--- src/rtl/cpu_mem_responder.sv ---
// 68030 bus responder for the on-card 1 MB window (lower half SRAM, upper half ROM).
// Define RESPONDER_BERR_EN to bus-error ROM writes instead of silently discarding them.
module cpu_mem_responder #(
   parameter logic [11:0] WINDOW_BASE = 12'h000,
   parameter logic [3:0]  RAM_WS      = 4'd0,
   parameter logic [3:0]  ROM_WS      = 4'd2
) (
   input  logic        cpuClock,
   input  logic        cpuReset,
   input  logic        ncpuAS,
   input  logic        ncpuDS,
   input  logic        cpuRnW,
   input  logic [1:0]  cpuSize,
   input  logic [1:0]  cpuA,
   input  logic [12:0] cpuAddrHi,
   input  logic [2:0]  cpuFC,
   output logic        ncpuDsack0,
   output logic        ncpuDsack1,
   output logic        ncpuBerr,
   output logic        nmemCe,
   output logic        nramSel,
   output logic        nromSel,
   output logic        nmemOe,
   output logic [3:0]  nmemWe
);

   typedef enum logic [2:0] {
      ST_IDLE = 3'd0,
      ST_WAIT = 3'd1,
      ST_ACK  = 3'd2,
      ST_ERR  = 3'd3,
      ST_DONE = 3'd4
   } state_t;

   state_t      r_state;
   state_t      w_stateNext;
   logic [3:0]  r_count;
   logic [3:0]  w_countNext;
   logic        r_isRom;
   logic        w_isRomNext;
   logic        r_isRead;
   logic        w_isReadNext;

   logic        w_hit;
   logic [3:0]  w_ws;
   logic        w_active;
   logic [3:0]  w_lane;
   logic        w_a1;
   logic        w_a0;
   logic        w_s1;
   logic        w_s0;

   // CPU-space cycles (FC = 7) never hit, so FPU/interrupt-ack traffic is ignored.
   assign w_hit = ~ncpuAS & (cpuFC != 3'h7) & (cpuAddrHi[12:1] == WINDOW_BASE);
   assign w_ws  = cpuAddrHi[0] ? ROM_WS : RAM_WS;

   always_ff @(posedge cpuClock or posedge cpuReset) begin
      if (cpuReset) begin
         r_state  <= ST_IDLE;
         r_count  <= 4'd0;
         r_isRom  <= 1'b0;
         r_isRead <= 1'b1;
      end else begin
         r_state  <= w_stateNext;
         r_count  <= w_countNext;
         r_isRom  <= w_isRomNext;
         r_isRead <= w_isReadNext;
      end
   end

   always_comb begin
      w_stateNext  = r_state;
      w_countNext  = r_count;
      w_isRomNext  = r_isRom;
      w_isReadNext = r_isRead;
      case (r_state)
         ST_IDLE: begin
            if (w_hit) begin
               w_isRomNext  = cpuAddrHi[0];
               w_isReadNext = cpuRnW;
`ifdef RESPONDER_BERR_EN
               if (cpuAddrHi[0] & ~cpuRnW) begin
                  w_stateNext = ST_ERR;
               end else
`endif
               if (w_ws == 4'd0) begin
                  w_stateNext = ST_ACK;
               end else begin
                  w_countNext = w_ws - 4'd1;
                  w_stateNext = ST_WAIT;
               end
            end
         end
         ST_WAIT: begin
            // An AS negation here is an aborted cycle: drop out without terminating.
            if (ncpuAS) begin
               w_stateNext = ST_IDLE;
            end else if (r_count == 4'd0) begin
               w_stateNext = ST_ACK;
            end else begin
               w_countNext = r_count - 4'd1;
            end
         end
         ST_ACK, ST_ERR: begin
            if (ncpuAS) begin
               w_stateNext = ST_IDLE;
            end
         end
         default: begin
            w_stateNext = ST_IDLE;
         end
      endcase
   end

   assign w_a1 = cpuA[1];
   assign w_a0 = cpuA[0];
   assign w_s1 = cpuSize[1];
   assign w_s0 = cpuSize[0];

   // Standard 68030 dynamic bus sizing lane decode for a 32-bit port.
   assign w_lane[3] = ~w_a1 & ~w_a0;
   assign w_lane[2] = ~w_a1 & (w_a0 | ~w_s0 | w_s1);
   assign w_lane[1] = (w_a1 & ~w_a0) | (~w_a1 & ~w_s0 & ~w_s1) |
                      (~w_a1 & w_s1 & w_s0) | (~w_a1 & w_a0 & ~w_s0);
   assign w_lane[0] = (w_a1 & w_a0) | (w_a0 & w_s0 & w_s1) |
                      (~w_s0 & ~w_s1) | (w_a1 & ~w_s0);

   assign w_active = (r_state == ST_WAIT) | (r_state == ST_ACK);

   assign ncpuDsack0 = ~(r_state == ST_ACK);
   assign ncpuDsack1 = ~(r_state == ST_ACK);
`ifdef RESPONDER_BERR_EN
   assign ncpuBerr   = ~(r_state == ST_ERR);
`else
   assign ncpuBerr   = 1'b1;
`endif
   assign nmemCe     = ~w_active;
   assign nramSel    = ~(w_active & ~r_isRom);
   assign nromSel    = ~(w_active & r_isRom);
   assign nmemOe     = ~(w_active & r_isRead);
   // Write strobes track DS live so they release before AS; ROM writes never strobe.
   assign nmemWe     = ~({4{w_active & ~r_isRead & ~r_isRom & ~ncpuDS}} & w_lane);

endmodule

--- config.mk ---
export PLATFORM = sky130hd
export DESIGN_NAME = cpu_mem_responder
export DESIGN_NICKNAME = d
export VERILOG_FILES = /design/src/rtl/cpu_mem_responder.sv
export SDC_FILE = /design/constraint.sdc
export NUM_CORES = 1
export LEC_CHECK = 0
export CAP_MARGIN = 20
export CELL_PAD_IN_SITES_DETAIL_PLACEMENT = 0
export CELL_PAD_IN_SITES_GLOBAL_PLACEMENT = 2
export CORE_ASPECT_RATIO = 1.2
export CORE_MARGIN = 10
export CORE_UTILIZATION = 21
export CTS_CLUSTER_DIAMETER = 50
export CTS_CLUSTER_SIZE = 14
export DETAILED_ROUTE_END_ITERATION = 8
export PLACE_DENSITY_LB_ADDON = 0.08
export SLEW_MARGIN = 20
export SYNTH_ARGS = -nofsm -noshare
export SYNTH_HDL_FRONTEND = slang
export SYNTH_SLANG_ARGS = --single-unit
--- constraint.sdc ---
create_clock -name cpuClock -period 3 [get_ports cpuClock]
set_clock_uncertainty 0.2 [all_clocks]
set_input_delay 0.6 -clock cpuClock [delete_from_list [all_inputs] [get_ports cpuClock]]
set_output_delay 0.6 -clock cpuClock [all_outputs]
set_load 0.01 [all_outputs]
==> impl_results.md <==
- Status: completed
- Post-synth EDFFs: 0
- Root Buffer: clkbuf_4
- Pwr Total: 0.4602 mW
- Hold depth: 2
- Initial drt markers: 5
- Pins over their slew limit: 0
- Height of the die: 82.71 um
- Cts hold-fix bufs: 0
- First-pass GRT wire length: between 3 and 4 mm
- Final net count: approximately 150
- Vias in the first global route: slightly above 700
- Synth cell types: 38
- Sequential power share: 0.268
- Routed wire per std cell: roughly 13 um
- Drt drc: 0
- Synth-to-Final Area Change: 62.73%
- Switching power: roughly 0.15 mW
- Core region area: approximately 3100 sq um
- HP Start: r_isRom$_DFFE_PP0P_
- Largest net degree at the start of global routing: 11
- Crit path cell chain: inv_1, ha_4, nand2b_1, or3_1, a21oi_1, o21ai_0, dlymetal6s2s_1
- Fin. Hold Viols: 0
- Via count: slightly above 700
- Clk sinks: 8
- I/O Buffers: 34
- Final min period: ~2.6 ns
- Post-Place Cells: 149
- Share of cells above drive strength 1: 0.1282
- Post-Synthesis Cell Area: 688.2 sq um
- DP HPWL: around 1.7 mm
- Clock Path Buffers: 2
- FF-to-FF End: r_count[0]$_DFFE_PP0P_
- CP Launch Type: register
- Slew margin rel.: 0.6585
- Drt first pass iters: 2
- Max stage delay on crit path: about 0.37 ns
- Syn. warnings: 0
- Critical Path End Type: output pin
- Post-synth top flop: dfrtp_1
- Max stage delay cell, worst path: dfrtp_1
- Routed Antenna Nets: 0
- Row Count: 22
- Maximum vdd drop: 228.3 uV
- Reg2Reg Depth: 6
- Initial Util: 0.2212
- Worst r2r src: r_state[1]$_DFFE_PP0P_
- Die area: 5976 sq um
- ANT cells: 0
- CP top delay family: simple AND/OR/NAND/NOR gates
- Clock buffer count from CTS: 3
- Clock latency on the worst-skew pair: 0.25 ns
- Layout Cells excl Fill: 153
- Flop-to-flop setup slack: 0.76 ns
- Overflow after GRT: 0
- Io pins: 36
- Clock slew at reported path FFs: about 0.060 ns
- Clock power frac: 0.197
- Post-placement cell area: 1069 sq um
- Final setup fails: 0
- P_int: around 0.31 mW
- Arr. time, crit path: around 1.8 ns
- Period utilisation layout: 0.8782
- Comb power frac: 0.534
- Die width: about 72 um
- CP Max Fanout: 4
- WP buf/inv: 2
- Highest Clock Rate: 379.6 MHz
- Final GP Congestion: 0.7173
- Switching Fraction: 0.3267
- Cells after Synth: 80
- TritonCTS clock tree: yes
- RSZ-0062 raised after global routing: false
- Total track usage: 0.06974
- Hold Path End: r_isRom$_DFFE_PP0P_
- Crit path required time: between 2 and 2.5 ns
- Mapped Nets: roughly 110
- Ys async rst share: 1.000
- Worst slack, placed: between 0.1 and 0.15 ns
- Kind of critical path: reg -> out
- Worst Tran Pin Value: approximately 0.51 ns
- #FFs+latches synth: 8
- Avg Cell Area, Syn: approximately 8.6 sq um
- Seq/Total Area, Yosys: 0.2927
- Most common cell after layout, fill and taps aside: clkdlybuf4s50_1
- Setup TNS: 0 ns
- Final WS setup: about 0.37 ns
- Via density: roughly 4.7
- Layout Cell Area excl Fill: ~1100 sq um
- Drt total wl: slightly below 2 mm
- H-tree lvl count: 1
- Leak Pwr: between 0.4 and 0.5 nW
- Power Density: between 400 and 500 nW/um^2
- Initial antenna violation count: 0
- Most frequent cells in the layout: 30 x clkdlybuf4s50_1, 13 x inv_1, 7 x o21ai_0, 7 x dfrtp_1, 6 x nand2_1
- Min-delay worst type: reg -> reg
- Max-cap violations: 0
metrics by stage:
stage | utilization | hold WS [ns]
global placement | 0.3435 | 0.2884
CTS | 0.3560 | 0.3189
finish | 0.3600 | 0.3134
floorplan | - | 0.2149
detailed placement | 0.3435 | 0.3040
global route | 0.3600 | 0.3772
cells in the mapped netlist (2+ instances only):
library cell  count  share of area
nand2b_1          2          0.018
ha_1              4          0.073
a21oi_1           2          0.015
nor2_1            2          0.011
nor4_1            2          0.018
inv_1            13          0.071
nor2b_1           2          0.018
o21ai_0           7          0.051
buf_4             2          0.022
nand3_1           2          0.015
dfrtp_1           7           0.25
mux2i_1           3          0.044
or3_1             2          0.018
nand2_1           6          0.033
state kept, by name, indices dropped and copies added (netlist names):
register	count
r_isRead	1
r_count	4
r_isRom	1
r_state	2
worst reg2reg max path: stages, from the launching register on:
cell	delay, ns
dfrtp_1	0.40
inv_1	0.14
ha_1	0.39
inv_1	0.18
nor4_4	0.38
nor2_2	0.12
mux2_4	0.31
power by group through the flow:
| stage | sequential [mW] | clock (mW) | combinational, mW |
|---|---|---|---|
| finish | 0.123 | 0.0908 | 0.246 |
| global placement | 0.126 | 0 | 0.233 |
| global route | 0.125 | 0.104 | 0.272 |
| detailed placement | 0.126 | 0 | 0.234 |
| CTS | 0.124 | 0.0945 | 0.252 |
| floorplan | 0.124 | 0 | 0.120 |
final cells by class:
class	instances	area, sq um
inverter	13	48.80
sequential	8	201.4
timing repair buffer	36	365.4
clock buffer	4	26.28
tap	36	45.04
fill	344	1991
multi-input combinational	56	432.9
metal layers:
layer	routed length (um)	GRT usage	part of all wire	vias up
met5	0	0	0	-
met4	57	0.05233	0.029	0
met3	255	0.03341	0.13	4
met2	828	0.1086	0.42	35
met1	818	0.07197	0.42	334
li1	-	-	-	352
cell families (layout without fill, tap and decap cells):
family | Yosys count | in the layout | synth area share
buffers and inverters | 16 | 53 | 0.09999
AND/OR/NAND/NOR | 27 | 27 | 0.2636
AO/OA/AOI/OAI | 18 | 18 | 0.1709
multiplexers | 5 | 5 | 0.08181
other | 1 | 1 | 0.005449
XOR/XNOR | 1 | 1 | 0.01273
adder cells (fa/ha/maj) | 4 | 4 | 0.07273
flip-flops | 8 | 8 | 0.2927
worst max path at each step:
stage	start	to	slack [ns]	cells after the start
after floorplan	r_state[1]$_DFFE_PP0P_	nmemWe[0]	0.76	6
after global placement	ncpuDS	nmemWe[2]	0.11	5
after detailed placement	ncpuDS	nmemWe[2]	0.12	5
after CTS	r_state[1]$_DFFE_PP0P_	nmemWe[2]	0.03	7
after global routing	r_state[1]$_DFFE_PP0P_	nmemWe[0]	0.19	7
final	r_state[1]$_DFFE_PP0P_	nmemWe[0]	0.37	7
repair_timing:
action	in CTS	in global routing
resized for setup	1	5
setup buffers	0	0
setup endpoints to repair	2	4
Note: power is estimated with default switching activity, not from simulation.
